## config.mk

```make
export PLATFORM = sky130hd
export DESIGN_NAME = mfp_mac_scheduler
export DESIGN_NICKNAME = d
export VERILOG_FILES = /design/src/rtl/mfp_mac_scheduler.sv
export SDC_FILE = /design/constraint.sdc
export NUM_CORES = 1
export LEC_CHECK = 0
export ABC_CLOCK_PERIOD_IN_PS = 16100
export CAP_MARGIN = 20
export CORE_ASPECT_RATIO = 0.75
export CORE_MARGIN = 1.5
export CORE_UTILIZATION = 45
export CTS_CLUSTER_DIAMETER = 40
export DETAILED_ROUTE_END_ITERATION = 12
export DONT_BUFFER_PORTS = 1
export SKIP_CTS_REPAIR_TIMING = 1
export SYNTH_ARGS = -nofsm -noshare
export SYNTH_HDL_FRONTEND = slang
export SYNTH_SLANG_ARGS = --single-unit
```

## constraint.sdc

```tcl
create_clock -name clk_ -period 16.1 [get_ports clk_]
set_clock_uncertainty 0.2 [all_clocks]
set_input_delay 0.805 -clock clk_ [delete_from_list [all_inputs] [get_ports clk_]]
set_output_delay 0.805 -clock clk_ [all_outputs]
set_load 0.005 [all_outputs]
```

## src/rtl/mfp_mac_scheduler.sv

```systemverilog
// Burst-granular round-robin scheduler for a shared fixed-point MAC with saturated output.
// Optional macro MFP_MAC_SCHED_RSHIFT_EN enables a rounded right shift by FRAC before saturation.
module mfp_mac_scheduler #(
    parameter int NREQ        = 2,
    parameter int In1W        = 8,
    parameter int In2W        = 8,
    parameter int GUARD       = 4,
    parameter int OutW        = 8,
    parameter int IS_UNSIGNED = 0,
    parameter int FRAC        = 0
) (
    input  logic                   clk_,
    input  logic                   rst_n,
    input  logic [NREQ-1:0]        req_valid,
    input  logic [NREQ-1:0]        req_last,
    input  logic [NREQ*In1W-1:0]   req_a,
    input  logic [NREQ*In2W-1:0]   req_b,
    output logic [NREQ-1:0]        req_ready,
    output logic                   res_valid,
    input  logic                   res_ready,
    output logic [OutW-1:0]        res_data,
    output logic [1:0]             res_id,
    output logic                   res_sat,
    output logic                   busy
);
    localparam int PW   = In1W + In2W;
    localparam int AccW = PW + GUARD;
`ifdef MFP_MAC_SCHED_RSHIFT_EN
    localparam int SHIFT = FRAC;
`else
    localparam int SHIFT = 0 * FRAC;
`endif
    localparam int I_MAX = (IS_UNSIGNED != 0) ? (2**OutW - 1) : (2**(OutW-1) - 1);
    localparam int I_MIN = (IS_UNSIGNED != 0) ? 0 : -(2**(OutW-1));
    localparam int I_RND = (SHIFT > 0) ? (2**(SHIFT-1)) : 0;
    localparam logic signed [AccW+1:0] SAT_MAX = (AccW+2)'(I_MAX);
    localparam logic signed [AccW+1:0] SAT_MIN = (AccW+2)'(I_MIN);
    localparam logic signed [AccW+1:0] RND     = (AccW+2)'(I_RND);

    typedef enum logic [1:0] {S_IDLE, S_RUN, S_DRAIN, S_OUT} state_t;
    state_t r_state, w_state_next;

    logic [1:0]             r_grant, r_rr_ptr, w_arb_idx, w_idx_hi, w_idx_lo;
    logic                   w_arb_hit, w_hit_hi, w_hit_lo;
    logic [In1W-1:0]        w_a;
    logic [In2W-1:0]        w_b;
    logic                   w_gnt_valid, w_gnt_last, w_beat;
    logic [PW-1:0]          r_prod, w_prod;
    logic                   r_prod_vld;
    logic [AccW-1:0]        r_acc, w_prod_ext;
    logic signed [AccW+1:0] w_ext, w_shv;
    logic [OutW-1:0]        w_sat_data;
    logic                   w_sat;

    // Lowest valid index at/after the pointer wins; otherwise lowest index below it.
    always_comb begin
        w_hit_hi = 1'b0;
        w_hit_lo = 1'b0;
        w_idx_hi = '0;
        w_idx_lo = '0;
        for (int k = NREQ-1; k >= 0; k--) begin
            if (req_valid[k]) begin
                if (2'(k) >= r_rr_ptr) begin
                    w_hit_hi = 1'b1;
                    w_idx_hi = 2'(k);
                end else begin
                    w_hit_lo = 1'b1;
                    w_idx_lo = 2'(k);
                end
            end
        end
        w_arb_hit = w_hit_hi | w_hit_lo;
        w_arb_idx = w_hit_hi ? w_idx_hi : w_idx_lo;
    end

    always_comb begin
        w_a         = '0;
        w_b         = '0;
        w_gnt_valid = 1'b0;
        w_gnt_last  = 1'b0;
        for (int k = 0; k < NREQ; k++) begin
            if (r_grant == 2'(k)) begin
                w_a         = req_a[k*In1W +: In1W];
                w_b         = req_b[k*In2W +: In2W];
                w_gnt_valid = req_valid[k];
                w_gnt_last  = req_last[k];
            end
        end
    end

    assign w_beat = (r_state == S_RUN) && w_gnt_valid;

    generate
        if (IS_UNSIGNED != 0) begin : g_unsigned
            assign w_prod     = w_a * w_b;
            assign w_prod_ext = {{GUARD{1'b0}}, r_prod};
        end else begin : g_signed
            assign w_prod     = $signed(w_a) * $signed(w_b);
            assign w_prod_ext = {{GUARD{r_prod[PW-1]}}, r_prod};
        end
    endgenerate

    always_ff @(posedge clk_ or negedge rst_n) begin
        if (!rst_n) r_state <= S_IDLE;
        else        r_state <= w_state_next;
    end

    always_ff @(posedge clk_ or negedge rst_n) begin
        if (!rst_n) begin
            r_grant    <= '0;
            r_rr_ptr   <= '0;
            r_prod     <= '0;
            r_prod_vld <= 1'b0;
            r_acc      <= '0;
        end else begin
            r_prod_vld <= w_beat;
            if (w_beat) r_prod <= w_prod;
            if (r_state == S_IDLE && w_arb_hit) begin
                r_grant <= w_arb_idx;
                r_acc   <= '0;
            end else if (r_prod_vld) begin
                r_acc <= r_acc + w_prod_ext;
            end
            if (r_state == S_OUT && res_ready)
                r_rr_ptr <= (r_grant == 2'(NREQ-1)) ? 2'd0 : r_grant + 2'd1;
        end
    end

    // DRAIN lasts one cycle: the final product lands in the accumulator on its exit edge.
    always_comb begin
        w_state_next = r_state;
        case (r_state)
            S_IDLE:  if (w_arb_hit) w_state_next = S_RUN;
            S_RUN:   if (w_beat && w_gnt_last) w_state_next = S_DRAIN;
            S_DRAIN: w_state_next = S_OUT;
            S_OUT:   if (res_ready) w_state_next = S_IDLE;
            default: w_state_next = S_IDLE;
        endcase
    end

    always_comb begin
        w_ext = (IS_UNSIGNED != 0) ? {2'b00, r_acc} : {{2{r_acc[AccW-1]}}, r_acc};
        w_shv = (w_ext + RND) >>> SHIFT;
        w_sat = 1'b1;
        if (w_shv > SAT_MAX)      w_sat_data = SAT_MAX[OutW-1:0];
        else if (w_shv < SAT_MIN) w_sat_data = SAT_MIN[OutW-1:0];
        else begin
            w_sat_data = w_shv[OutW-1:0];
            w_sat      = 1'b0;
        end
    end

    always_comb begin
        req_ready = '0;
        if (r_state == S_RUN) begin
            for (int k = 0; k < NREQ; k++) req_ready[k] = (r_grant == 2'(k));
        end
        res_valid = (r_state == S_OUT);
        res_data  = res_valid ? w_sat_data : '0;
        res_id    = res_valid ? r_grant : 2'd0;
        res_sat   = res_valid & w_sat;
        busy      = (r_state != S_IDLE);
    end
endmodule

```

==> tab_implementation.tex <==
\begin{tabular}{lr}
\hline
Metric & Value \\
\hline
\multicolumn{2}{l}{\textbf{CTS}} \\
CTS clk-pin slew, worst paths & $\sim$0.06 ns \\
Maximum count of clock buffers along a single path & 2 \\
H-tree levels & 2 \\
Clock buffers created by TritonCTS & 5 \\
CTS root buffer & clkbuf\_16 \\
Skew-Pair Late Insertion Delay & a little under 0.3 ns \\
TritonCTS clock tree & built \\
Clk sink count & 41 \\
\multicolumn{2}{l}{\textbf{STA}} \\
Final Max Tran Viols & 0 \\
Final setup violation count & 0 \\
Worst slew pin tran & about 0.7 ns \\
Final worst path period share & a little over a third \\
Max-slew headroom & about half \\
Setup WS post-layout & 10.22 ns \\
Setup repair after global routing missed its margin & false \\
Final TNS setup & 0 ns \\
Hold Vio Cnt, Final & 0 \\
Minimum period implied by the final worst setup slack & 5.88 ns \\
Highest clock rate & approximately 170 MHz \\
\multicolumn{2}{l}{\textbf{Final layout}} \\
Fin nets & $\sim$760 \\
Count of filler cells inserted in the layout & 1136 \\
Diode count & 0 \\
Most common cell after layout, fill and taps aside & inv\_1 \\
Share of post-route cells with drive strength above 1 & 6.37\% \\
Top library cells by usage in the layout, fill and taps aside & inv\_1, nor2\_1, nand2\_1, fa\_1, ha\_1 \\
Synth-to-Final Area Change & 7.49\% \\
\multicolumn{2}{l}{\textbf{Routing}} \\
Routed metal-1 wire length & about 6200 um \\
Met2 Wirelength & about 5000 um \\
Post-detailed-route wirelength per cell & 15.4 um \\
Remaining number of nets flagged by the antenna check after routing & 0 \\
Uppermost routed layer & met4 \\
Vias per inst & 5.22 \\
Met3 wirelength from detailed routing & 607 um \\
Vias after detailed routing & 4041 \\
Number of DRC markers after the initial detailed-route iteration & 158 \\
Total length of routed wires & 11900 um \\
First-pass iteration count of the detailed router & 4 \\
Post-route DRC violation count & 0 \\
\multicolumn{2}{l}{\textbf{Worst hold path}} \\
Type of the tightest min-delay check & in -> async \\
\multicolumn{2}{l}{\textbf{Worst setup path}} \\
Arrival time of data at the critical path endpoint & between 5 and 6 ns \\
Classification of the worst setup path & reg -> reg \\
Largest fanout on the critical path & 28 \\
Required time of the critical path & 16.07 ns \\
Crit. End Element & flop \\
Sort of element at the start of the critical path & flop \\
\multicolumn{2}{l}{\textbf{Global routing}} \\
First-pass GRT wire length & 19900 um \\
Number of global-route vias before repair & 4023 \\
Total congestion overflow & 0 \\
Antenna violations before repair & 1 \\
Pin count of the biggest net entering global routing & 42 \\
GRT Overall Usage & 20.0\% \\
\multicolumn{2}{l}{\textbf{Run status}} \\
Run status & complete, no violations \\
\multicolumn{2}{l}{\textbf{Synth}} \\
Synthesized-area fraction occupied by and/or/nand/nor cells & 15.1\% \\
Part of the Yosys area used for sequential elements & 19.2\% \\
Mapped Avg Cell Area & between 8 and 9 um2 \\
Multiplexer fraction of the synthesized cell area & 7.96\% \\
Synthesized cell area & 5350 um2 \\
Post-synthesis share of cell area spent on full adders, half adders and majority gates & 33.1\% \\
Number of standard cells after synthesis & 608 \\
Synth Area in XOR/XNOR & 4.42\% \\
Combinational family with the most area after synthesis & adder cells \\
Compound-cell area share of the yosys netlist & approximately 12\% \\
Total nets after synthesis & 755 \\
Yosys warning count & 0 \\
Distinct cells, synth & 51 \\
Flip-flop and latch count after synthesis & 41 \\
\multicolumn{2}{l}{\textbf{Floorplanning}} \\
Y dimension of the die & 97.4 um \\
Total number of placement rows & 34 \\
Die extent in x & 129 um \\
Core outline area & 11600 um2 \\
Area enclosed by the die boundary & 12500 um2 \\
Starting utilization of the core area & 46.2\% \\
I/O pin count & 54 \\
\multicolumn{2}{l}{\textbf{Placed design}} \\
Global placer's final weighted congestion & between 0.9 and 1 \\
Worst setup slack after placement & 10.19 ns \\
I/O Buffers & 0 \\
Detailed placement HPWL & between 9000 and 10000 um \\
\multicolumn{2}{l}{\textbf{Run}} \\
Max-capacitance violation count & 0 \\
\hline
\end{tabular}
==> worst max-delay path, cell delays in order (launching register included) <==
cell and delay, ns:
dfrtp_1 0.39, buf_4 0.38, mux2i_1 0.67, or2_2 0.25, fa_1 0.45, fa_1 0.55, inv_1 0.05, fa_1 0.53
inv_1 0.06, fa_1 0.52, inv_1 0.04, ha_1 0.31, o21ai_1 0.08, nor2_1 0.07, or4_4 0.43, a211o_2 0.35
o31ai_4 0.18, xnor2_1 0.15, o21ai_2 0.06
==> cell type report <==
class                      count  area [um2]  share of cell area [%]
tap                          162         203                    3.53
inverter                      93         349                    6.08
clock inverter                 1        30.0                   0.523
multi-input combinational    462        3900                    67.9
sequential                    41        1030                    17.9
timing repair buffer           8        96.3                    1.68
clock buffer                   7         143                    2.48
==> per-stage QoR <==
step / hold slack [ns] / cell area [um2] / util [%] / instances
2_1_floorplan: 0.248 / 5350 / - / 608
3_3_place_gp: 0.271 / 5500 / 47.5 / 761
3_5_place_dp: 0.272 / 5510 / 47.6 / 762
4_1_cts: -0.00245 / 5680 / 49.1 / 770
5_1_grt: 0.134 / 5750 / 49.7 / 774
6_report: 0.129 / 5750 / 49.7 / 774
==> logic make-up after synthesis <==
logic type	after synthesis
and+or+nand+nor	184
AOI/OAI and AO/OA	101
xor gates and xnor gates	27
buffers and inverters	105
adders and majority gates	108
muxes	41
DFF	41
other	1
==> routing by layer <==
metal  vias to the layer above  track usage [%]
met1                      1959             32.0
met4                         0             2.07
met2                        78             28.8
met5                         -                0
li1                       1999                -
met3                         5             3.41
==> state kept, by name, summed over array words and instances, names as in the netlist <==
name	count
r_acc	20
r_prod	16
r_state	2
r_grant	1
r_prod_vld	1
r_rr_ptr	1
==> Yosys cell counts, drive strengths merged <==
| library cell | number | share of area [%] |
|---|---|---|
| a211o | 1 | 0.19 |
| a211oi | 5 | 0.80 |
| a21o | 5 | 0.73 |
| a21oi | 24 | 2.2 |
| a311oi | 1 | 0.16 |
| a31o | 1 | 0.16 |
| a31oi | 6 | 0.70 |
| and2 | 5 | 0.59 |
| and3 | 3 | 0.35 |
| and3b | 1 | 0.16 |
| and4b | 1 | 0.19 |
| buf | 4 | 0.40 |
| clkbuf | 8 | 0.94 |
| conb | 1 | 0.070 |
| dfrtp | 41 | 19 |
| fa | 56 | 21 |
| ha | 52 | 12 |
| inv | 93 | 6.5 |
| mux2 | 12 | 2.5 |
| mux2i | 29 | 5.4 |
| nand2 | 56 | 3.9 |
| nand2b | 8 | 0.94 |
| nand3 | 8 | 0.75 |
| nand4 | 3 | 0.35 |
| nor2 | 79 | 5.5 |
| nor2b | 3 | 0.35 |
| nor3 | 5 | 0.47 |
| nor4 | 4 | 0.47 |
| o211a | 1 | 0.19 |
| o211ai | 2 | 0.28 |
| o21a | 9 | 1.3 |
| o21ai | 33 | 3.2 |
| o21bai | 3 | 0.42 |
| o31a | 1 | 0.16 |
| o31ai | 7 | 1.2 |
| o32a | 1 | 0.19 |
| o41ai | 1 | 0.30 |
| or2 | 5 | 0.59 |
| or2b | 1 | 0.14 |
| or3 | 1 | 0.12 |
| or4 | 1 | 0.21 |
| xnor2 | 20 | 3.3 |
| xor2 | 7 | 1.1 |
==> final timing paths <==
| kind | endpoint | cells after the start | startpoint | slack, ns |
|---|---|---|---|---|
| worst max-delay path | r_prod[15] | 18 | r_grant[0] | 10.22 |
| worst min-delay path | r_acc[16] | 1 | rst_n | 0.13 |
| worst max register to register | r_prod[15] | 18 | r_grant[0] | 10.22 |
| worst min register to register | r_rr_ptr[0] | 2 | r_rr_ptr[0] | 0.29 |
| max in group asynchronous | r_acc[1] | 1 | rst_n | 14.41 |
| min in group clk_ | r_rr_ptr[0] | 2 | r_rr_ptr[0] | 0.29 |
Power is left out: the tool's default activity adds up to more than one toggle a clock period on the data nets, which glitch-free logic cannot reach.
